[src/rtl/latch_bank_ctrl.sv]
// Bus-side controller for a bank of chip-selected 8-bit latches: one request at a time,
// one-hot cs decode, we/oe sequencing and a held response on a valid/ready port.
module latch_bank_ctrl #(
    parameter int unsigned NUM_BANKS = 4,
    parameter int unsigned AW        = 2,
    parameter int unsigned RD_WAIT   = 1
) (
    input  logic                 clk,
    input  logic                 rst_n,
    input  logic                 req_valid_i,
    output logic                 req_ready_o,
    input  logic                 req_write_i,
    input  logic [AW-1:0]        req_addr_i,
    input  logic [7:0]           req_wdata_i,
    output logic                 rsp_valid_o,
    input  logic                 rsp_ready_i,
    output logic [7:0]           rsp_rdata_o,
    output logic                 rsp_err_o,
    output logic [NUM_BANKS-1:0] cs_o,
    output logic                 we_o,
    output logic                 oe_o,
    output logic [7:0]           di_o,
    input  logic [7:0]           bus_dout_i
);

    typedef enum logic [1:0] {StIdle, StWr, StRd, StRsp} state_e;

    localparam logic [3:0] RdLast = 4'(RD_WAIT);

    state_e                state_q, state_d;
    logic                  req_ready_q, req_ready_d;
    logic                  rsp_valid_q, rsp_valid_d;
    logic [7:0]            rsp_rdata_q, rsp_rdata_d;
    logic                  rsp_err_q, rsp_err_d;
    logic [NUM_BANKS-1:0]  cs_q, cs_d;
    logic                  we_q, we_d;
    logic                  oe_q, oe_d;
    logic [7:0]            di_q, di_d;
    logic [3:0]            cnt_q, cnt_d;

    logic [31:0]           addr_ext;
    logic                  addr_ok;
    logic [NUM_BANKS-1:0]  addr_onehot;

    assign addr_ext = 32'(req_addr_i);
    assign addr_ok  = (addr_ext < NUM_BANKS);

    always_comb begin
        addr_onehot = '0;
        for (int unsigned i = 0; i < NUM_BANKS; i++) begin
            addr_onehot[i] = (addr_ext == i);
        end
    end

    always_comb begin
        state_d     = state_q;
        req_ready_d = req_ready_q;
        rsp_valid_d = rsp_valid_q;
        rsp_rdata_d = rsp_rdata_q;
        rsp_err_d   = rsp_err_q;
        cs_d        = cs_q;
        we_d        = we_q;
        oe_d        = oe_q;
        di_d        = di_q;
        cnt_d       = cnt_q;

        unique case (state_q)
            StIdle: begin
                if (req_valid_i && req_ready_q) begin
                    req_ready_d = 1'b0;
                    if (!addr_ok) begin
                        // Out-of-range target: answer immediately, never touch the bus.
                        state_d     = StRsp;
                        rsp_valid_d = 1'b1;
                        rsp_err_d   = 1'b1;
                        rsp_rdata_d = 8'h00;
                    end else if (req_write_i) begin
                        state_d = StWr;
                        cs_d    = addr_onehot;
                        we_d    = 1'b1;
                        di_d    = req_wdata_i;
                    end else begin
                        state_d = StRd;
                        cs_d    = addr_onehot;
                        oe_d    = 1'b1;
                        cnt_d   = 4'd0;
                    end
                end
            end
            StWr: begin
                state_d     = StRsp;
                cs_d        = '0;
                we_d        = 1'b0;
                di_d        = 8'h00;
                rsp_valid_d = 1'b1;
                rsp_err_d   = 1'b0;
                rsp_rdata_d = 8'h00;
            end
            StRd: begin
                if (cnt_q == RdLast) begin
                    state_d     = StRsp;
                    cs_d        = '0;
                    oe_d        = 1'b0;
                    rsp_valid_d = 1'b1;
                    rsp_err_d   = 1'b0;
                    rsp_rdata_d = bus_dout_i;
                end else begin
                    cnt_d = cnt_q + 4'd1;
                end
            end
            StRsp: begin
                if (rsp_ready_i) begin
                    state_d     = StIdle;
                    rsp_valid_d = 1'b0;
                    rsp_err_d   = 1'b0;
                    rsp_rdata_d = 8'h00;
                    req_ready_d = 1'b1;
                end
            end
            default: begin
                state_d     = StIdle;
                req_ready_d = 1'b1;
                rsp_valid_d = 1'b0;
                rsp_err_d   = 1'b0;
                rsp_rdata_d = 8'h00;
                cs_d        = '0;
                we_d        = 1'b0;
                oe_d        = 1'b0;
                di_d        = 8'h00;
            end
        endcase
    end

    always_ff @(posedge clk or negedge rst_n) begin
        if (!rst_n) begin
            state_q     <= StIdle;
            req_ready_q <= 1'b1;
            rsp_valid_q <= 1'b0;
            rsp_rdata_q <= 8'h00;
            rsp_err_q   <= 1'b0;
            cs_q        <= '0;
            we_q        <= 1'b0;
            oe_q        <= 1'b0;
            di_q        <= 8'h00;
            cnt_q       <= 4'd0;
        end else begin
            state_q     <= state_d;
            req_ready_q <= req_ready_d;
            rsp_valid_q <= rsp_valid_d;
            rsp_rdata_q <= rsp_rdata_d;
            rsp_err_q   <= rsp_err_d;
            cs_q        <= cs_d;
            we_q        <= we_d;
            oe_q        <= oe_d;
            di_q        <= di_d;
            cnt_q       <= cnt_d;
        end
    end

    assign req_ready_o = req_ready_q;
    assign rsp_valid_o = rsp_valid_q;
    assign rsp_rdata_o = rsp_rdata_q;
    assign rsp_err_o   = rsp_err_q;
    assign cs_o        = cs_q;
    assign we_o        = we_q;
    assign oe_o        = oe_q;
    assign di_o        = di_q;

endmodule

[config.mk]
export PLATFORM = sky130hd
export DESIGN_NAME = latch_bank_ctrl
export DESIGN_NICKNAME = d
export VERILOG_FILES = /design/src/rtl/latch_bank_ctrl.sv
export SDC_FILE = /design/constraint.sdc
export NUM_CORES = 1
export LEC_CHECK = 0
export ABC_CLOCK_PERIOD_IN_PS = 4700
export CORE_UTILIZATION = 49
export DETAILED_ROUTE_END_ITERATION = 8
export GPL_TIMING_DRIVEN = 0
export PLACE_DENSITY = 0.93
export SLEW_MARGIN = 15
export SYNTH_ARGS = -nofsm -noshare
export SYNTH_HDL_FRONTEND = slang
export SYNTH_SLANG_ARGS = --single-unit
[constraint.sdc]
create_clock -name clk -period 4.7 [get_ports clk]
set_input_delay 0.705 -clock clk [delete_from_list [all_inputs] [get_ports clk]]
set_output_delay 0.705 -clock clk [all_outputs]
set_load 0.03 [all_outputs]
==> impl_metrics.json, run 1 <==
{
  "status": "finished, final reports clean",
  "cts_setup_buffers": 0,
  "hold_violations": 0,
  "syn_area_um2": 1540,
  "required_ns": 3.99,
  "cts_resized": 0,
  "avgSynthCellArea_um2": 12.2,
  "antenna_found_initial": 0,
  "gr-usage-met1_pct": 25.4,
  "fin_tns_setup_ns": 0,
  "path_class": "flop to output port",
  "yosysSeqAreaShare_pct": 50.3,
  "gp_routability_congestion": 0.809,
  "routed_via_density": 5.32,
  "die_h_um": 58.1,
  "seq_area_um2": 777,
  "synth_nets": 158,
  "syn_inst": 127,
  "drc_errors": 0,
  "critPathLaunchType": "flop",
  "placed_cells": 218,
  "p_int_uw": 850,
  "rsz0062_at_grt": "false",
  "max_stage_delay_ns": 0.68,
  "r2r_slack_ns": 2.43,
  "io_buffer_count": 47,
  "insertion_delay_ns": 0.35,
  "fp.dieArea_um2": 3380,
  "crit_slowest_cell": "clkdlybuf4s50_1",
  "slew_headroom_pct": 49.4,
  "rows": 20,
  "wirelength_um": 3360,
  "clkPwrFrac_pct": 12.6,
  "irDropWorstVdd_mv": 0.439,
  "crit_family": "buffers and inverters",
  "grt_use_met3_pct": 8.48,
  "dp_hpwl_um": 2420,
  "worstPathCellList": "clkdlybuf4s50_1",
  "grt.total_usage_pct": 21.6,
  "ys_ff_latch": 31,
  "holdWs_ns": 0.377,
  "final_area_um2": 2140,
  "grt_max_degree": 32,
  "root_buffer": "clkbuf_4",
  "cp-end-kind": "output port",
  "ys_types": 35,
  "grt_pass1_wl_um": 5320,
  "initial_utilization_pct": 51.0,
  "period_share_pct": 49.3,
  "setup_ws_ns": 2.38,
  "ant_nets": 0,
  "grt_util_met2_pct": 35.5,
  "synth_warnings": 0,
  "numCtsBuffers": 5,
  "cts_sinks": 31,
  "syn2layout_area_growth_pct": 38.4,
  "max_freq_ghz": 0.431,
  "dr.pass1.iters": 4,
  "ys_async_sr_fraction_pct": 100,
  "placed_area_um2": 2060,
  "drtIter0Drc": 34,
  "ctsHoldBuffers": 0,
  "netSwitchingFraction_pct": 42.6,
  "crit_fanout": 5,
  "post-route-min-period_ns": 2.32,
  "cts_max_level": 2,
  "pre_cts_ws_ns": 2.31,
  "power_frac_comb_pct": 57.5,
  "worst-path-buf-inv": 1,
  "p_switching_uw": 630,
  "seq_power_share_pct": 29.8,
  "drv_slew": 0,
  "antenna_cells": 0,
  "multi_input_area_um2": 713,
  "grt_pass1_vias": 1184,
  "clk_path_buf_depth": 2,
  "wl_per_cell_um": 14.9,
  "synth_ff_type": "dfrtp_1",
  "skew_ns": 0.00463,
  "p_leak_nw": 0.957,
  "drive_gt1_share_pct": 16.5,
  "worstHoldPathType": "primary input to asynchronous set/reset pin",
  "arrival_ns": 1.61,
  "cts_tree": "built",
  "setup_violations": 0,
  "vias": 1203,
  "synth_edf_count": 0,
  "io_pins": 48,
  "tightest_slew_ns": 0.753,
  "final_cells": 226,
  "top_usage_layer": "met2",
  "maxCapViolations": 0,
  "grt_overflow": 0,
  "layout.nets": 212,
  "power.density_nw_per_um2": 692,
  "clk_pin_slew_worst_paths_ns": 0.10,
  "fp.coreArea_um2": 3030,
  "die_w_um": 58.1,
  "nFillCells": 221
}
logic make-up after synthesis:
| logic type | Yosys count | synth area share, % |
|---|---|---|
| buf+inv | 12 | 3.48 |
| flops | 31 | 50.3 |
| mux | 17 | 12.2 |
| fa+ha+maj | 8 | 6.48 |
| simple gates | 33 | 13.5 |
| compound gates | 26 | 14.0 |
final cells by class:
class | instances | area share [%]
Buffer | 3 | 0.937
Clock buffer | 7 | 3.04
Clock inverter | 1 | 0.351
Inverter | 9 | 1.58
Multi-Input combinational cell | 84 | 33.4
Sequential cell | 31 | 36.4
Tap cell | 44 | 2.58
Timing Repair Buffer | 47 | 21.8
per-stage QoR:
step	utilization, %	power, mW
detailed placement	68.2	1.30
CTS	70.6	1.49
global route	70.6	1.57
floorplan	-	1.01
global placement	68.3	1.25
finish	70.6	1.48
per-layer routing:
metal,vias up,part of all wire (%)
li1,571,-
met1,586,43
met2,38,49
met3,8,6.0
met4,0,1.7
met5,-,0
placed cells by master, fill, tap and decap left out, drive strengths merged, types with 2 or more instances in the layout:
master / synthesis / layout
clkdlybuf4s50: 0 / 46
dfrtp: 30 / 30
mux2: 14 / 14
nor2b: 10 / 10
a22o: 10 / 10
inv: 9 / 9
ha: 8 / 8
clkbuf: 1 / 8
and3: 3 / 3
nand2: 3 / 3
nand2b: 3 / 3
mux2i: 3 / 3
nor2: 3 / 3
nor3b: 3 / 3
buf: 2 / 3
a21oi: 3 / 3
and2: 2 / 2
o41ai: 2 / 2
a211o: 2 / 2
o21ai: 2 / 2
a21boi: 2 / 2
a211oi: 2 / 2
power groups by stage:
stage / Sequential (mW) / Combinational, mW / Clock, mW
2_1_floorplan: 0.585 / 0.429 / 0
3_3_place_gp: 0.435 / 0.814 / 0
3_5_place_dp: 0.442 / 0.853 / 0
4_1_cts: 0.441 / 0.856 / 0.191
5_1_grt: 0.452 / 0.915 / 0.199
6_report: 0.441 / 0.851 / 0.187
flip-flops by register name, summed over array words and instances (netlist names):
register     cells
cnt_q            4
we_o             1
rsp_err_o        1
rsp_rdata_o      8
req_ready_o      1
cs_o             4
oe_o             1
rsp_valid_o      1
state_q          2
di_o             8
path summary, 6_finish.rpt:
check	startpoint	end	cells past startpoint
hold / removal	rst_n	oe_o	1
setup / recovery	req_ready_o	req_ready_o	1
min in group clk	rsp_err_o	rsp_err_o	1
max in group asynchronous	rst_n	cnt_q[2]	1
setup reg to reg	state_q[0]	di_o[7]	6
hold reg to reg	rsp_err_o	rsp_err_o	1
cell usage after synthesis (2+ instances only):
cell | number | area share, %
and3_1 | 3 | 1.2
ha_1 | 8 | 6.5
nor3b_1 | 3 | 1.5
nand2b_1 | 3 | 1.2
and2_1 | 2 | 0.81
inv_1 | 9 | 2.2
nor2b_1 | 10 | 4.1
dfrtp_1 | 30 | 49
nor2_1 | 3 | 0.73
o21ai_0 | 2 | 0.65
o41ai_1 | 2 | 1.1
nand2_1 | 3 | 0.73
mux2i_1 | 3 | 1.9
mux2_2 | 14 | 10
a211o_1 | 2 | 1.1
a21oi_1 | 2 | 0.65
a22o_1 | 10 | 5.7
(Power assumes the default switching activity.)
==> inputs of run 2 (changes only) <==
Settings changed: ABC_CLOCK_PERIOD_IN_PS 4700 to 2200, CORE_UTILIZATION 49 to 46, PLACE_DENSITY 0.93 to 0.89.
Clock period 4.7 ns to 2.2 ns, I/O delays scaled along.
==> run 2 against run 1 <==
Flip-flop and latch count stayed put; final cell count is 0.44% lower; clock skew grew 0.011 ns; first-iteration DRC count up 2.9%; critical path type is now flop to flop; largest power group unchanged.
==> impl_metrics.json, run 2 (synthesis results as in run 1) <==
{
  "status": "finished, final reports clean",
  "root_buffer": "clkbuf_4",
  "post-route-util_pct": 68.7,
  "grt_pass1_wl_um": 5530,
  "antenna_cells": 0,
  "nFillCells": 226,
  "arrival_ns": 2.33,
  "final_cell_mix": "46 x clkdlybuf4s50_1, 30 x dfrtp_1, 14 x mux2_2",
  "grt_pass1_vias": 1217,
  "cp-end-kind": "flop",
  "vias": 1200,
  "fp.dieArea_um2": 3590,
  "wl_per_cell_um": 15.0,
  "grt_overflow": 0,
  "numCtsBuffers": 5,
  "pre_cts_ws_ns": 0.0105,
  "tightest_slew_ns": 0.666,
  "clk_path_buf_depth": 2,
  "cts_sinks": 31,
  "syn2layout_area_growth_pct": 39.2,
  "routed_via_density": 5.33,
  "worstHoldPathType": "primary input to asynchronous set/reset pin",
  "gp_routability_congestion": 0.792,
  "dr.pass1.iters": 4,
  "insertion_delay_ns": 0.35,
  "seq_area_um2": 777,
  "post-route-min-period_ns": 2.10,
  "skew_ns": 0.0161,
  "period_share_pct": 95.4,
  "layout.nets": 211,
  "cts_max_level": 2,
  "final_cells": 225,
  "drv_slew": 0,
  "cts_setup_buffers": 0,
  "rows": 20,
  "fp.coreArea_um2": 3130,
  "final_area_um2": 2150,
  "initial_utilization_pct": 49.4,
  "p_leak_nw": 0.957,
  "ant_nets": 0,
  "slew_headroom_pct": 55.6,
  "placed_cells": 218,
  "max_freq_ghz": 0.476,
  "setup_ws_ns": 0.100,
  "critPathLaunchType": "flop",
  "wirelength_um": 3370,
  "drc_errors": 0,
  "placed_area_um2": 2060,
  "io_pins": 48,
  "die_w_um": 59.9,
  "clk_pin_slew_worst_paths_ns": 0.11,
  "irDropWorstVdd_mv": 0.863,
  "antenna_found_initial": 0,
  "cts_tree": "built",
  "die_h_um": 59.9,
  "dp_hpwl_um": 2420,
  "rsz0062_at_grt": "true",
  "drtIter0Drc": 35,
  "drive_gt1_share_pct": 16.6,
  "layout_commonest_cell": "clkdlybuf4s50_1",
  "power.density_nw_per_um2": 1480,
  "grt.total_usage_pct": 21.8,
  "grt_max_degree": 32,
  "setup_violations": 0,
  "multi_input_area_um2": 729,
  "path_class": "flop to flop",
  "crit_fanout": 6,
  "required_ns": 2.43,
  "io_buffer_count": 47,
  "hold_violations": 0,
  "maxCapViolations": 0
}
-- run 2: changes by cell type in the layout (fill, tap and decap cells not counted), sizes merged --
cell / change
clkbuf: -1
-- run 2: per-stage QoR --
step / hold slack [ns] / TNS (ns) / power [mW]
2_1_floorplan: 0.0344 / 0 / 2.17
3_3_place_gp: 0.474 / 0 / 2.68
3_5_place_dp: 0.404 / 0 / 2.76
4_1_cts: 0.0119 / 0 / 3.19
5_1_grt: 0.0627 / -0.00342 / 3.39
6_report: 0.00457 / 0 / 3.19
-- run 2: timing repair --
| action | 4_1_cts | 5_1_grt |
|---|---|---|
| gates resized for setup | 1 | 1 |
| endpoints found under the setup margin | 8 | 11 |
| hold buffers | 0 | 0 |
-- run 2: worst paths after layout --
kind / cells after the start / slack [ns] / to / start
worst min-delay path: 1 / 0.005 / rsp_rdata_o[0] / rst_n
worst max register to register: 6 / 0.10 / state_q[0] / cnt_q[1]
min in group clk: 1 / 0.51 / rsp_rdata_o[3] / rsp_rdata_o[3]
worst max-delay path: 6 / 0.10 / state_q[0] / cnt_q[1]
worst min register to register: 1 / 0.51 / rsp_rdata_o[3] / rsp_rdata_o[3]
max in group asynchronous: 1 / 1.76 / cs_o[2] / rst_n
-- run 2: final cells by class --
cell class	instances	area share, %
Buffer	2	0.757
Sequential cell	31	36.1
Multi-Input combinational cell	84	33.9
Clock inverter	1	0.349
Timing Repair Buffer	47	21.7
Tap cell	44	2.56
Clock buffer	7	3.03
Inverter	9	1.57
-- run 2: per-layer routing --
layer / track usage (%) / routed length (µm) / part of all wire (%) / vias up
met3: 9.09 / 269 / 8.0 / 15
met1: 25.9 / 1440 / 43 / 565
li1: - / - / - / 565
met2: 33.3 / 1530 / 45 / 55
met5: 0 / 0 / 0 / -
met4: 12.0 / 128 / 3.8 / 0
-- run 2: where the power goes --
part	internal [mW]	leakage, nW	total, mW	switching (mW)
clock	0.187	0.0375	0.397	0.210
combinational	0.848	0.524	1.85	1.00
sequential	0.792	0.395	0.940	0.148
-- run 2: critical path, cell delays in order, from the launching register on --
cell      delay, ns
dfrtp_1        0.41
inv_1          0.09
ha_1           0.17
or3b_1         0.34
buf_2          0.17
a211oi_1       0.43
mux2_2         0.38
==> inputs of run 3 (changes only) <==
Settings changed: CORE_UTILIZATION 46 to 35, PLACE_DENSITY 0.89 to 0.73.
==> run 3 against run 2 <==
Clock skew down 0.011 ns; global-route usage down 4.3 points; sequential power about the same; cell area up 1.6%; flip-flop and latch count unchanged; first-iteration DRC count up 100%; total power up 2.8%; routed wire length up 6.3%; clock-buffer cell count up 1; critical path type unchanged; highest routed layer unchanged.
==> impl_metrics.json, run 3 (synthesis results as in run 1) <==
{
  "drc_errors": 0,
  "grt_pass1_wl_um": 5780,
  "die_w_um": 68.4,
  "numCtsBuffers": 5,
  "setup_violations": 0,
  "root_buffer": "clkbuf_8",
  "cp-end-kind": "flop",
  "fp.coreArea_um2": 4120,
  "io_buffer_count": 47,
  "syn2layout_area_growth_pct": 41.5,
  "io_pins": 48,
  "wirelength_um": 3580,
  "r2r-start": "cnt_q[1]",
  "hold_violations": 0,
  "die_h_um": 68.4,
  "p_int_mw": 1.93,
  "seq_power_share_pct": 28.6,
  "irDropWorstVdd_mv": 0.767,
  "worstHoldPathType": "primary input to asynchronous set/reset pin",
  "grt_pass1_vias": 1273,
  "clkPwrFrac_pct": 14.9,
  "gp_routability_congestion": 0.713,
  "ant_nets": 0,
  "max_freq_ghz": 0.489,
  "p_switching_mw": 1.35,
  "nFillCells": 327,
  "seq_area_um2": 777,
  "layout.nets": 211,
  "initial_utilization_pct": 37.5,
  "antenna_found_initial": 0,
  "post-route-min-period_ns": 2.05,
  "drv_slew": 0,
  "ctsHoldBuffers": 0,
  "power_frac_comb_pct": 56.5,
  "tightest_slew_ns": 0.699,
  "cts_sinks": 31,
  "drtIter0Drc": 70,
  "routed_via_density": 5.10,
  "arrival_ns": 2.21,
  "period_share_pct": 93.0,
  "required_ns": 2.36,
  "rows": 23,
  "antenna_cells": 0,
  "fp.dieArea_um2": 4680,
  "fin_tns_setup_ns": 0,
  "p_total_mw": 3.28,
  "layout_commonest_cell": "clkdlybuf4s50_1",
  "skew_ns": 0.00510,
  "grt.total_usage_pct": 17.5,
  "startpoint": "cnt_q[1]",
  "dp_hpwl_um": 2630,
  "dr.pass1.iters": 4,
  "p_leak_nw": 0.971,
  "power.density_nw_per_um2": 1500,
  "drive_gt1_share_pct": 16.0,
  "vias": 1178,
  "cts_max_level": 2,
  "clk_pin_slew_worst_paths_ns": 0.07,
  "crit_fanout": 6,
  "status": "finished, final reports clean",
  "final_cell_mix": "46 x clkdlybuf4s50_1, 30 x dfrtp_1, 14 x mux2_2",
  "cts_tree": "built",
  "slew_headroom_pct": 53.4,
  "grt_max_degree": 32,
  "wl_per_cell_um": 15.5,
  "critPathLaunchType": "flop",
  "rsz0062_at_grt": "false",
  "netSwitchingFraction_pct": 41.2,
  "maxCapViolations": 0,
  "path_class": "flop to flop",
  "clk_path_buf_depth": 2,
  "insertion_delay_ns": 0.28,
  "grt_overflow": 0,
  "multi_input_area_um2": 729
}
[run 3: changes by cell type in the layout (fill, tap and decap cells not counted), sizes merged]
cell and delta:
clkbuf +1, clkinvlp -1
[run 3: final timing paths]
| check | slack [ns] | endpoint | cells past startpoint |
|---|---|---|---|
| min | 0.09 | rsp_valid_o | 1 |
| max | 0.15 | state_q[0] | 6 |
| min reg2reg | 0.50 | rsp_rdata_o[6] | 1 |
| max reg2reg | 0.15 | state_q[0] | 6 |
| max in group asynchronous | 1.65 | state_q[0] | 1 |
| min in group clk | 0.50 | rsp_rdata_o[6] | 1 |
[run 3: final cells by class]
type                       count  share of cell area (%)
sequential                    31                    35.6
clock buffer                   8                    4.58
inverter                       9                    1.55
buffer                         2                   0.745
timing repair buffer          47                    21.3
tap                           50                    2.86
multi-input combinational     84                    33.4
[run 3: per-layer routing]
layer / wire (µm) / track usage (%)
met2: 1780 / 28.4
met4: 109 / 11.2
met5: 0 / 0
met1: 1560 / 20.3
met3: 126 / 4.67
[run 3: metrics by stage]
stage | instances | area, µm² | setup slack (ns) | hold slack [ns] | utilization (%)
3_5_place_dp | 224 | 2070 | 0.0100 | 0.420 | 50.3
4_1_cts | 232 | 2170 | 0.0135 | 0.108 | 52.8
6_report | 231 | 2180 | 0.154 | 0.0917 | 53.1
3_3_place_gp | 224 | 2080 | 0.113 | 0.473 | 50.5
5_1_grt | 231 | 2180 | 0.0396 | 0.151 | 53.1
2_1_floorplan | 127 | 1540 | 0.317 | 0.0344 | -
[run 3: power by group through the flow]
stage	registers (mW)	logic, mW	clock network [mW]
after floorplan	1.25	0.916	0
after global placement	0.932	1.76	0
after detailed placement	0.945	1.83	0
after CTS	0.937	1.83	0.512
after global routing	0.961	2.01	0.539
final	0.937	1.85	0.489
[run 3: worst max-delay path, cell delays in order, from the launching register on]
cell and delay (ns):
dfrtp_1 0.40, inv_1 0.08, ha_1 0.16, or3b_1 0.34
buf_2 0.17, a211oi_1 0.39, mux2_2 0.39
[run 3: what timing repair did]
action                                  4_1_cts  5_1_grt
gates resized for setup                       0        2
endpoints found under the setup margin        0       13
buffers inserted                              0        0
